===== src/rtl/stack_pkg.sv =====
// Shared types and constants for the hardware stack controller.
package stack_pkg;

   // Controller sequencing states.
   typedef enum logic [2:0] {
      ST_IDLE    = 3'd0,
      ST_PUSH    = 3'd1,
      ST_POP_RD  = 3'd2,
      ST_POP_CAP = 3'd3,
      ST_ACK     = 3'd4
   } state_e;

   // Request opcode encoding on a_rw / b_rw.
   localparam logic RW_PUSH = 1'b0;
   localparam logic RW_POP  = 1'b1;

   // Requester identity latched at grant time.
   localparam logic ID_A = 1'b0;
   localparam logic ID_B = 1'b1;

   // Default stack window: empty at the top, full one below the bottom.
   localparam logic [7:0] SP_TOP_DEF    = 8'hFF;
   localparam logic [7:0] SP_BOTTOM_DEF = 8'h80;

endpackage


===== src/rtl/stack_arb.sv =====
// Two-input fixed-priority arbiter: requester A always beats requester B.
module stack_arb (
   input  logic       a_req_i,
   input  logic       b_req_i,
   output logic [1:0] gnt_o
);

   // One-hot grant; bit 0 = A, bit 1 = B, zero when nobody asks.
   always_comb begin
      gnt_o = 2'b00;
      if (a_req_i) begin
         gnt_o = 2'b01;
      end else if (b_req_i) begin
         gnt_o = 2'b10;
      end
   end

endmodule


===== src/rtl/stack_ctrl.sv =====
// Hardware stack controller: owns the stack pointer, arbitrates the
// CALL/RET port (A) and the PUSH/POP port (B) onto one synchronous RAM.
//
// Handshake: a requester raises req with rw/wdata stable and holds it
// until its ack pulses for one cycle; it must drop req in the cycle after
// ack, otherwise the controller sees a fresh request once back in IDLE.
// Requests are only looked at in IDLE; a losing request simply waits.
module stack_ctrl
   import stack_pkg::*;
#(
   parameter int            AW        = 8,
   parameter int            DW        = 8,
   parameter logic [AW-1:0] SP_TOP    = SP_TOP_DEF,
   parameter logic [AW-1:0] SP_BOTTOM = SP_BOTTOM_DEF
) (
   input  logic          clk,
   input  logic          rst,
   input  logic          a_req,
   input  logic          a_rw,
   input  logic [DW-1:0] a_wdata,
   output logic          a_ack,
   input  logic          b_req,
   input  logic          b_rw,
   input  logic [DW-1:0] b_wdata,
   output logic          b_ack,
   output logic [DW-1:0] rdata,
   output logic [AW-1:0] mem_addr,
   output logic [DW-1:0] mem_wdata,
   output logic          mem_we,
   output logic          mem_re,
   input  logic [DW-1:0] mem_rdata,
   output logic [AW-1:0] sp,
   output logic          full,
   output logic          empty,
   output logic          err_ovf,
   output logic          err_unf,
   input  logic          err_clr,
   output logic [2:0]    dbg_state_o
);

   localparam logic [AW-1:0] SP_FULL = SP_BOTTOM - AW'(1);

   state_e        state_q, state_d;
   logic [AW-1:0] sp_q, sp_d;
   logic [DW-1:0] rdata_q, rdata_d;
   logic          err_ovf_q, err_ovf_d;
   logic          err_unf_q, err_unf_d;
   logic          id_q, id_d;
   logic [DW-1:0] wdata_q, wdata_d;
   logic          a_ack_q, a_ack_d;
   logic          b_ack_q, b_ack_d;
   logic          mem_we_q, mem_we_d;
   logic          mem_re_q, mem_re_d;
   logic [AW-1:0] mem_addr_q, mem_addr_d;
   logic [DW-1:0] mem_wdata_q, mem_wdata_d;
   logic [1:0]    gnt;
   logic          gnt_rw;
   logic          ovf_set;
   logic          unf_set;
   logic          full_w;
   logic          empty_w;

   stack_arb u_arb (
      .a_req_i (a_req),
      .b_req_i (b_req),
      .gnt_o   (gnt)
   );

   assign full_w  = (sp_q == SP_FULL);
   assign empty_w = (sp_q == SP_TOP);

   // Next state, SP/rdata/flag updates, and the strobes for the coming cycle.
   // Strobes are derived from the next state so they are registered outputs.
   always_comb begin
      state_d   = state_q;
      sp_d      = sp_q;
      rdata_d   = rdata_q;
      id_d      = id_q;
      wdata_d   = wdata_q;
      gnt_rw    = RW_PUSH;
      ovf_set   = 1'b0;
      unf_set   = 1'b0;
      case (state_q)
         ST_IDLE: begin
            if (gnt != 2'b00) begin
               id_d    = gnt[1] ? ID_B : ID_A;
               gnt_rw  = gnt[1] ? b_rw : a_rw;
               wdata_d = gnt[1] ? b_wdata : a_wdata;
               if (gnt_rw == RW_PUSH && full_w) begin
                  ovf_set = 1'b1;
                  state_d = ST_ACK;
               end else if (gnt_rw == RW_POP && empty_w) begin
                  unf_set = 1'b1;
                  state_d = ST_ACK;
               end else if (gnt_rw == RW_PUSH) begin
                  state_d = ST_PUSH;
               end else begin
                  state_d = ST_POP_RD;
               end
            end
         end
         ST_PUSH: begin
            sp_d    = sp_q - AW'(1);
            state_d = ST_ACK;
         end
         ST_POP_RD: begin
            sp_d    = sp_q + AW'(1);
            state_d = ST_POP_CAP;
         end
         ST_POP_CAP: begin
            rdata_d = mem_rdata;
            state_d = ST_ACK;
         end
         ST_ACK: begin
            state_d = ST_IDLE;
         end
         default: begin
            state_d = ST_IDLE;
         end
      endcase

      // A new error wins over a simultaneous clear.
      err_ovf_d = ovf_set | (err_ovf_q & ~err_clr);
      err_unf_d = unf_set | (err_unf_q & ~err_clr);

      a_ack_d     = (state_d == ST_ACK) && (id_d == ID_A);
      b_ack_d     = (state_d == ST_ACK) && (id_d == ID_B);
      mem_we_d    = (state_d == ST_PUSH);
      mem_re_d    = (state_d == ST_POP_RD);
      mem_addr_d  = '0;
      mem_wdata_d = '0;
      if (state_d == ST_PUSH) begin
         mem_addr_d  = sp_q;
         mem_wdata_d = wdata_d;
      end else if (state_d == ST_POP_RD) begin
         mem_addr_d  = sp_q + AW'(1);
      end
   end

   // State, datapath and strobe registers; reset drops every strobe at once.
   always_ff @(posedge clk or posedge rst) begin
      if (rst) begin
         state_q     <= ST_IDLE;
         sp_q        <= SP_TOP;
         rdata_q     <= '0;
         err_ovf_q   <= 1'b0;
         err_unf_q   <= 1'b0;
         id_q        <= ID_A;
         wdata_q     <= '0;
         a_ack_q     <= 1'b0;
         b_ack_q     <= 1'b0;
         mem_we_q    <= 1'b0;
         mem_re_q    <= 1'b0;
         mem_addr_q  <= '0;
         mem_wdata_q <= '0;
      end else begin
         state_q     <= state_d;
         sp_q        <= sp_d;
         rdata_q     <= rdata_d;
         err_ovf_q   <= err_ovf_d;
         err_unf_q   <= err_unf_d;
         id_q        <= id_d;
         wdata_q     <= wdata_d;
         a_ack_q     <= a_ack_d;
         b_ack_q     <= b_ack_d;
         mem_we_q    <= mem_we_d;
         mem_re_q    <= mem_re_d;
         mem_addr_q  <= mem_addr_d;
         mem_wdata_q <= mem_wdata_d;
      end
   end

   assign a_ack       = a_ack_q;
   assign b_ack       = b_ack_q;
   assign rdata       = rdata_q;
   assign mem_addr    = mem_addr_q;
   assign mem_wdata   = mem_wdata_q;
   assign mem_we      = mem_we_q;
   assign mem_re      = mem_re_q;
   assign sp          = sp_q;
   assign full        = full_w;
   assign empty       = empty_w;
   assign err_ovf     = err_ovf_q;
   assign err_unf     = err_unf_q;
   assign dbg_state_o = state_q;

endmodule

===== config.mk =====
export PLATFORM = sky130hd
export DESIGN_NAME = stack_ctrl
export DESIGN_NICKNAME = d
export VERILOG_FILES = /design/src/rtl/stack_pkg.sv /design/src/rtl/stack_arb.sv /design/src/rtl/stack_ctrl.sv
export SDC_FILE = /design/constraint.sdc
export NUM_CORES = 1
export LEC_CHECK = 0
export CAP_MARGIN = 20
export CORE_ASPECT_RATIO = 0.7
export CORE_MARGIN = 4
export CORE_UTILIZATION = 50
export DETAILED_ROUTE_END_ITERATION = 7
export PLACE_DENSITY = 0.87
export REMOVE_ABC_BUFFERS = 1
export SLEW_MARGIN = 30
export SYNTH_ARGS = -nofsm -noshare
export SYNTH_HDL_FRONTEND = slang
export SYNTH_HIERARCHICAL = 1
export SYNTH_SLANG_ARGS = --single-unit

===== constraint.sdc =====
create_clock -name clk -period 4.8 [get_ports clk]
set_clock_uncertainty 0.2 [all_clocks]
set_input_delay 0.96 -clock clk [delete_from_list [all_inputs] [get_ports clk]]
set_output_delay 0.96 -clock clk [all_outputs]
set_load 0.01 [all_outputs]

### Yosys cells after proc, flatten, opt, wreduce, memory -nomap -nowiden

Cells that the tools add are included.

* add/subtract/negate cells: 2
* eq/ne operators: 8
* muxes and demuxes: 25
* bitwise gates (word level): 7
* reductions and logical operators: 8

Operators by type and width (number)
* two-way mux 8 bit: 6
* case mux 8 bit (2 select lines): 1
* two-way mux 1 bit: 11
* equality test 3 x 2 -> 1 bit, second input constant: 3
* two-way mux 3 bit: 3
* case mux 3 bit (3 select lines): 1
* adder 8 x 1 -> 8 bit, second input constant: 1
* equality test 8 x 7 -> 1 bit, second input constant: 1
* equality test 8 bit, second input constant: 1
* subtractor 8 x 1 -> 8 bit, second input constant: 1
* equality test 3 x 1 -> 1 bit, second input constant: 2
* two-way mux 2 bit: 3
* logical AND 1 bit: 4
* nonzero test 2 bit: 2
* equality test 3 bit, second input constant: 1
* zero test 3 bit: 1
* NOT 1 bit: 3
* bitwise AND 1 bit: 2
* OR 1 bit: 2
* OR reduction 2 bit: 1

* bits in registers: 50
* bits of input ports: 31
* output and inout bits: 43
* logic and storage cells: 63

### Longest topological paths before layout

Gate-level depths: netlist (run 1).

* word-level depth: 11
* mapped depth: 7
* depth with buffers taken out: 6

### Hierarchy

The synthesis (run 1) kept the hierarchy.

Modules (own cells, without submodules)
* stack_ctrl: instances 1, cells each 197, area each 2359.8 µm², seq. area each 1261.2 µm²
* stack_arb: instances 1, cells each 2, area each 21.3 µm², seq. area each 0.0 µm²

### Least setup slack after synthesis (run 1)

Ideal clock, no wire load.

* path kind: register -> output
* start point: register sp_q[0], in the netlist sp[0]
* end point: output port full
* arrival time: 1409 ps
* data required time: 3640 ps
* path slack: 2231 ps
* cell stages (with the launch flop): 5
* buffers on the path: 0
* cell sequence: dfstp_2 ha_1 nand3_1 or3_4 inv_1

* longest elaborated chain between the ends: 1

RTL lines
* start: declaration: line stack_ctrl.sv:44 `logic [AW-1:0] sp_q, sp_d;`
* start signal: assignment: line stack_ctrl.sv:158 `sp_q <= sp_d;`
* equality test 8 x 7 -> 1 bit: line stack_ctrl.sv:69 `assign full_w = (sp_q == SP_FULL);`
* end: declaration: line stack_ctrl.sv:33 `output logic full,`

Every way passes these cells.

### Final worst setup path (run 1)

Ends and elaborated chain as after synthesis.

==> flow_summary.yaml, run 1 <==
floorplan:
  die_y_um: 65.7
  core_um2: 4480
  chipWidth_um: 90.5
  rows: 20
  die_area_um2: 5950
  io-pin-count: 74
  start_util_pct: 53.2
global_routing:
  grt_pass1_wl_um: 8800
  grt_pass1_vias: 1780
  grt_use_total_pct: 18.7
  grt-ovfl-total: 0
  grt_max_degree: 51
  antenna_found_initial: 0
hold_path:
  hp-start: "rdata[1]"
  holdPathStages: 1
  hold_end: "rdata[1]"
  hp-class: "reg2reg"
logic_synthesis:
  synth_top_cell_by_area: "dfrtp_1"
  synth_area_leaders: "dfrtp_1 (44%), dfstp_2 (8.8%), a211oi_2 (4.2%), mux2i_1 (4.2%), mux2_2 (3.8%)"
  syn_area_um2: 2380
  yosysMostFrequentCell: "dfrtp_1"
  yosys_most_used_dff: "dfrtp_1"
  ys_seq_area_share_pct: 53.0
  synth_seq_cells: 50
  yosysTopAreaCellShare_pct: 44.1
  ys_async_sr_fraction_pct: 100
  yosysUniqueCellTypes: 49
  ys_top_cells_by_count: "dfrtp_1 (42), nor2_1 (15), nand2_1 (13)"
  netlist_instances: 199
  synth_warnings: 6
  synth_edf_count: 0
  synth_area_per_cell_um2: 12.0
cts:
  ctsResizeCount: 0
  insertion_delay_ps: 300
  cts_tree: "built"
  ctsHoldBuffers: 0
  cts_root_buf: "clkbuf_8"
  htreeDepth: 2
  cts.reportedPaths.clkPinSlew_ps: 90
  cts_setup_buffers: 0
  max-clock-path-buffers: 2
  clock-sinks: 50
  cts_made_buffers: 5
detailed_routing:
  wl_um: 5140
  antenna_left: 0
  firstDrtPassIters: 4
  wire_per_inst_um: 15.9
  drtIter0Drc: 78
  vias: 1744
  avgViaCountPerCell: 5.40
  drc: 0
place:
  place_hpwl_um: 3900
  io_buffers: 73
  placed_area_um2: 3080
  place_congestion: 0.825
  dp_slack_ps: 1410
setup_path:
  arrival_ps: 2330
  cp_cell_sequence: "ha_1 > nand3_1 > or3_4 > inv_1 > clkdlybuf4s50_1"
  reg2reg_depth: 6
  cp.required_ps: 3640
  cp_max_fo: 6
  criticalPathCategory: "reg2out"
  cp-start-kind: "register"
  slowest_stage: "dfstp_2"
  endpoint_kind: "output pin"
  rr_startpoint: "sp[0]"
  max_stage_delay_ps: 590
  r2r_slack_ps: 2390
  rr_endpoint: "mem_addr[5]"
pwr:
  vdd_ir_drop_max_uv: 439
  static-leakage-power_nw: 1.36
  powerDensity_nw_per_um2: 606
sta:
  fin_crit_ps: 3490
  finalSetupViolCount: 0
  slew_headroom_pct: 47.4
  hold_viol: 0
  fin_crit_sh_pct: 72.6
  worst_hold_slack_ps: 311
  postLayoutSetupSlackWorst_ps: 1310
  fmax_ghz: 0.287
  setup_tns_ps: 0
  rsz0062_at_grt: "false"
  tightest_slew_ps: 790
  maxSlewViolCount: 0
status:
  status: "finished, final reports clean"
cells_and_area:
  drive_gt1_share_pct: 17.2
  nets: 300
  n_antenna_cell: 0
  syn_to_final_growth_pct: 34.1
  fin_area_um2: 3190
job:
  drv_cap: 0
==> state kept, by name, indices dropped and copies added, names as in the netlist <==
register	cells
a_ack	1
b_ack	1
dbg_state_o	3
err_ovf	1
err_unf	1
id_q	1
mem_addr	8
mem_re	1
mem_wdata	8
mem_we	1
rdata	8
sp	8
wdata_q	8
==> worst max path at each step <==
stage / startpoint / endpoint / cells past startpoint / slack [ps]
finish: sp[0] / full / 5 / 1310
global route: sp[0] / full / 5 / 1190
CTS: sp[0] / full / 5 / 1300
detailed placement: a_req / mem_addr[5] / 7 / 1410
global placement: a_req / mem_addr[0] / 6 / 1460
floorplan: sp[0] / full / 4 / 2230
==> cells by family (layout without fill, tap and decap cells) <==
kind of cell | count (synthesis) | after routing | share of synthesized area [%]
mux | 18 | 18 | 7.99
flops | 50 | 50 | 53.0
simple gates | 59 | 59 | 15.2
buf+inv | 21 | 90 | 5.78
xor+xnor | 9 | 9 | 3.31
compound gates | 40 | 40 | 13.7
fa+ha+maj | 2 | 2 | 1.05
==> cell usage in the layout, fill, tap and decap left out, types with 4 or more instances in the layout <==
cell type / count
clkbuf_8: 5
mux2i_1: 10
o21ai_0: 7
mux2_2: 8
clkdlybuf4s50_1: 73
xnor2_1: 4
a211oi_2: 8
nand3_1: 5
inv_1: 7
nand2_1: 13
dfstp_2: 8
and3_1: 6
xor2_1: 5
a21oi_1: 8
dfrtp_1: 42
nor2_1: 15
==> through the flow <==
stage | utilization (%) | total power (W) | cells
CTS | 71.3 | 0.00195 | 323
global placement | 68.7 | 0.00162 | 315
global route | 71.3 | 0.00207 | 323
floorplan | - | 0.00123 | 187
finish | 71.3 | 0.00193 | 323
detailed placement | 68.7 | 0.00165 | 315
==> report_power, final <==
| part | switching (W) | internal, W |
|---|---|---|
| clock network | 0.000141 | 0.000156 |
| logic | 0.000414 | 0.000458 |
| registers | 0.000142 | 0.000621 |
==> routing by layer <==
metal	up-vias	track usage [%]	part of all wire, %
met5	-	0	0
met4	0	4.20	0.49
met3	2	4.69	4.5
met2	51	30.7	49
met1	848	25.3	46
li1	843	-	-
==> critical path: cells and delay by family (launching register included) <==
| kind | cells | cell delay [ps] |
|---|---|---|
| adder cells (fa/ha/maj) | 1 | 260 |
| buffers and inverters | 2 | 620 |
| flip-flops | 1 | 590 |
| AND/OR/NAND/NOR | 2 | 550 |
==> area by class of cell <==
class / instances / area [um^2]
flip-flops and latches: 50 / 1260
clock inverters: 3 / 43.8
clock buffers: 5 / 68.8
inverters: 9 / 36.3
well taps: 55 / 68.8
fillers: 337 / 1290
multi-input cells: 128 / 982
repair buffers: 73 / 731
Note: power is estimated with default switching activity, not from simulation.
==> inputs of run 2 (changes only) <==
Settings changed: CORE_UTILIZATION 50 to 46, PLACE_DENSITY 0.87 to 0.81.
Clock period 4.8 ns to 3.3 ns, I/O delays scaled along.
==> run 2 against run 1 <==
  * Routed wire length rose by 1.4%
  * First-iteration DRC count increased by 28%
  * Critical endpoint unchanged
  * Largest cell class unchanged
  * Critical path depth unchanged
  * Global-route usage down 1.1 points
==> flow_summary.yaml, run 2 (synthesis results as in run 1) <==
cells_and_area:
  final_cell_mix: "clkdlybuf4s50_1 (73), dfrtp_1 (42), nor2_1 (15)"
  nets: 304
  n_antenna_cell: 0
  layout_commonest_cell: "clkdlybuf4s50_1"
  final_util_pct: 65.6
  syn_to_final_growth_pct: 34.6
  drive_gt1_share_pct: 17.3
hold_path:
  hp-start: "rdata[3]"
  hp-class: "reg2reg"
  holdPathStages: 1
  hold_end: "rdata[3]"
setup_path:
  crit_buf_inv: 2
  cp_cell_sequence: "ha_1 > nand3_1 > or3_4 > inv_1 > clkdlybuf4s50_1"
  arrival_ps: 2300
  crit_cells: 5
  cp_max_fo: 6
  cp-start-kind: "register"
  criticalPathCategory: "reg2out"
  rr_endpoint: "mem_addr[5]"
  path_delay_family: "buffers and inverters"
  cp.required_ps: 2440
  reg2reg_depth: 6
  endpoint_kind: "output pin"
  slowest_stage: "dfstp_2"
  max_stage_delay_ps: 580
  r2r_slack_ps: 940
  rr_startpoint: "sp[0]"
cts:
  clock-sinks: 50
  ctsResizeCount: 0
  cts_tree: "built"
  cts_root_buf: "clkbuf_8"
  cts_setup_buffers: 0
  max-clock-path-buffers: 2
  cts_made_buffers: 5
  cts.reportedPaths.clkPinSlew_ps: 80
  ctsHoldBuffers: 0
  htreeDepth: 2
  insertion_delay_ps: 290
detailed_routing:
  wl_um: 5210
  drtIter0Drc: 100
  wire_per_inst_um: 15.3
  avgViaCountPerCell: 5.11
  vias: 1741
  antenna_left: 0
  firstDrtPassIters: 4
  drc: 0
floorplan:
  chipWidth_um: 94.0
  die_y_um: 68.2
  die_area_um2: 6410
  rows: 21
  core_um2: 4890
  start_util_pct: 48.7
  io-pin-count: 74
global_routing:
  grt_use_total_pct: 17.6
  grt_pass1_vias: 1782
  use_met3_pct: 4.73
  grt-ovfl-total: 0
  antenna_found_initial: 0
  grt_pass1_wl_um: 8680
  grt_max_degree: 51
  use_met1_pct: 24.9
  top_usage_layer: "met2"
  grtUsageMet2_pct: 26.7
sta:
  slew_headroom_pct: 60.6
  fin_crit_ps: 3160
  hold_viol: 0
  setup_tns_ps: 0
  fmax_ghz: 0.317
  fin_crit_sh_pct: 95.6
  finalSetupViolCount: 0
  maxSlewViolCount: 0
  tightest_slew_ps: 591
  rsz0062_at_grt: "false"
place:
  io_buffers: 73
  place_congestion: 0.880
  place_hpwl_um: 3910
status:
  status: "finished, final reports clean"
job:
  drv_cap: 0
pwr:
  vdd_ir_drop_max_uv: 415
  powerDensity_nw_per_um2: 852
  static-leakage-power_nw: 1.36
## run 2: area by class of cell
class | instances | area [um^2]
Inverter | 9 | 33.8
Sequential cell | 50 | 1260
Timing Repair Buffer | 77 | 761
Tap cell | 69 | 86.3
Multi-Input combinational cell | 128 | 982
Fill cell | 392 | 1680
Clock buffer | 8 | 80.1
## run 2: routing by layer
layer  wire length, um  vias to the layer above  share of wire, %
li1                  -                      842                 -
met1              2590                      838                50
met2              2200                       56                42
met3               377                        5               7.2
met4                51                        0              0.98
met5                 0                        -                 0
## run 2: report_power, final
part / internal [W] / switching (W) / leakage, nW / total (W)
clock: 0.000151 / 0.000184 / 0.0395 / 0.000335
sequential: 0.000904 / 0.000211 / 0.614 / 0.00111
combinational: 0.000679 / 0.000601 / 0.703 / 0.00128
## run 2: per-stage QoR
| step | setup slack [ps] | cells | hold WS, ps | power (W) | area [um^2] |
|---|---|---|---|---|---|
| 5_1_grt | 1.04 | 341 | 341 | 0.00293 | 3200 |
| 3_5_place_dp | 437 | 333 | 293 | 0.00241 | 3120 |
| 3_3_place_gp | 475 | 333 | 288 | 0.00238 | 3120 |
| 4_1_cts | 122 | 341 | 313 | 0.00275 | 3200 |
| 6_report | 144 | 341 | 309 | 0.00273 | 3200 |
| 2_1_floorplan | 1030 | 187 | 280 | 0.00179 | 2280 |
## run 2: worst max-delay path by stage
stage,from,to
floorplan,sp[0],full
global placement,a_req,mem_addr[6]
detailed placement,a_req,mem_addr[5]
CTS,sp[0],full
global route,sp[0],full
finish,sp[0],full
==> inputs of run 3 (changes only) <==
Settings changed: CORE_UTILIZATION 46 to 39, PLACE_DENSITY 0.81 to 0.71, SLEW_MARGIN 30 to 20.
==> run 3 against run 2 <==
  * Die area up 16%
  * Routed wire length down 0.79%
  * Worst setup slack better by 6.4 ps
  * Sequential share of layout area down 0.59 points
  * Critical endpoint unchanged
  * Global-route usage down 2.4 points
  * Via count down 1.6%
  * Clock-buffer cell count down 3
  * Cell area up 1.5%
  * Register-to-register slack worse by 20 ps
==> flow_summary.yaml, run 3 (synthesis results as in run 1) <==
cells_and_area:
  layout_commonest_cell: "clkdlybuf4s50_1"
  syn_to_final_growth_pct: 36.6
  final_util_pct: 56.0
  final_cell_mix: "clkdlybuf4s50_1 (73), dfrtp_1 (42), nor2_1 (15)"
  n_antenna_cell: 0
  nets: 304
  n_fill_cell: 496
  drive_gt1_share_pct: 18.4
sta:
  fin_crit_ps: 3150
  fmax_ghz: 0.317
  tightest_slew_ps: 500
  hold_viol: 0
  finalSetupViolCount: 0
  slew_headroom_pct: 65.7
  worst_hold_slack_ps: 310
  rsz0062_at_grt: "false"
  postLayoutSetupSlackWorst_ps: 150
  fin_crit_sh_pct: 95.4
  setup_tns_ps: 0
  maxSlewViolCount: 0
detailed_routing:
  vias: 1714
  wire_per_inst_um: 14.9
  avgViaCountPerCell: 4.94
  antenna_left: 0
  drc: 0
  firstDrtPassIters: 4
  drtIter0Drc: 67
  wl_um: 5170
cts:
  ctsResizeCount: 0
  htreeDepth: 2
  cts_setup_buffers: 0
  insertion_delay_ps: 300
  cts.reportedPaths.clkPinSlew_ps: 90
  ctsHoldBuffers: 0
  clock-sinks: 50
  max-clock-path-buffers: 2
  cts_tree: "built"
  cts_made_buffers: 5
  cts_root_buf: "clkbuf_8"
setup_path:
  cp.required_ps: 2440
  criticalPathCategory: "reg2out"
  arrival_ps: 2290
  cp-start-kind: "register"
  endpoint_kind: "output pin"
  cp_max_fo: 6
  r2r_slack_ps: 920
floorplan:
  die_area_um2: 7440
  die_y_um: 73.4
  chipWidth_um: 101
  io-pin-count: 74
  rows: 23
  core_um2: 5810
  start_util_pct: 41.0
pwr:
  powerDensity_nw_per_um2: 862
  clockPowerShare_pct: 15.1
  switching_share_pct: 35.6
  vdd_ir_drop_max_uv: 398
  seq_power_share_pct: 39.4
  switchingPower_w: 0.000999
  p_comb_share_pct: 45.5
  internal_power_w: 0.00181
  static-leakage-power_nw: 1.38
  power_w: 0.00281
global_routing:
  antenna_found_initial: 0
  grt_use_total_pct: 15.2
  grt_pass1_wl_um: 8670
  grt_pass1_vias: 1679
  grt_max_degree: 51
  grt-ovfl-total: 0
place:
  place_congestion: 0.775
  dp_slack_ps: 472
  io_buffers: 73
  place_hpwl_um: 3780
status:
  status: "finished, final reports clean"
hold_path:
  hp-class: "reg2reg"
job:
  drv_cap: 0
-- run 3: cell types whose count changed in the layout (fill, tap and decap cells not counted) --
cell / previous run / this run
bufinv_16: 0 / 1
buf_12: 0 / 1
clkinv_2: 0 / 2
clkbuf_1: 3 / 0
buf_4: 4 / 3
-- run 3: critical path, stage by stage, from the launching register on --
cell	delay (ps)
dfstp_2	590
ha_1	260
nand3_1	120
or3_4	400
inv_1	90
clkdlybuf4s50_1	540
-- run 3: layout make-up --
| class | count | area (um^2) | share of cell area (%) |
|---|---|---|---|
| clock buffers | 5 | 68.8 | 2.12 |
| clock inverters | 3 | 40.0 | 1.23 |
| inverters | 9 | 33.8 | 1.04 |
| multi-input cells | 128 | 982 | 30.2 |
| flip-flops and latches | 50 | 1260 | 38.8 |
| well taps | 75 | 93.8 | 2.88 |
| repair buffers | 77 | 773 | 23.8 |
-- run 3: per-stage QoR --
| stage | cells | cell area [um^2] |
|---|---|---|
| 2_1_floorplan | 187 | 2280 |
| 3_3_place_gp | 339 | 3140 |
| 3_5_place_dp | 339 | 3140 |
| 4_1_cts | 347 | 3250 |
| 5_1_grt | 347 | 3250 |
| 6_report | 347 | 3250 |
-- run 3: path summary, 6_finish.rpt --
check | startpoint | endpoint | depth (start not counted)
max | sp[0] | full | 5
min | rdata[2] | rdata[2] | 1
max reg2reg | sp[0] | mem_addr[5] | 6
min reg2reg | rdata[2] | rdata[2] | 1
max in group asynchronous | rst | sp[2] | 3
min in group asynchronous | rst | rdata[7] | 3
-- run 3: power groups by stage --
stage                     clock, W  sequential (W)  combinational, W
after global placement           0         0.00111           0.00127
final                     0.000424         0.00111           0.00128
after global routing      0.000461         0.00115           0.00141
after floorplan                  0         0.00118          0.000606
after CTS                 0.000434         0.00111           0.00129
after detailed placement         0         0.00112           0.00128
-- run 3: per-layer routing --
| layer | routed length, um | vias up | track usage [%] |
|---|---|---|---|
| met4 | 46 | 0 | 4.87 |
| met2 | 2190 | 45 | 22.8 |
| met5 | 0 | - | 0 |
| met3 | 371 | 4 | 4.36 |
| li1 | - | 848 | - |
| met1 | 2570 | 817 | 21.3 |
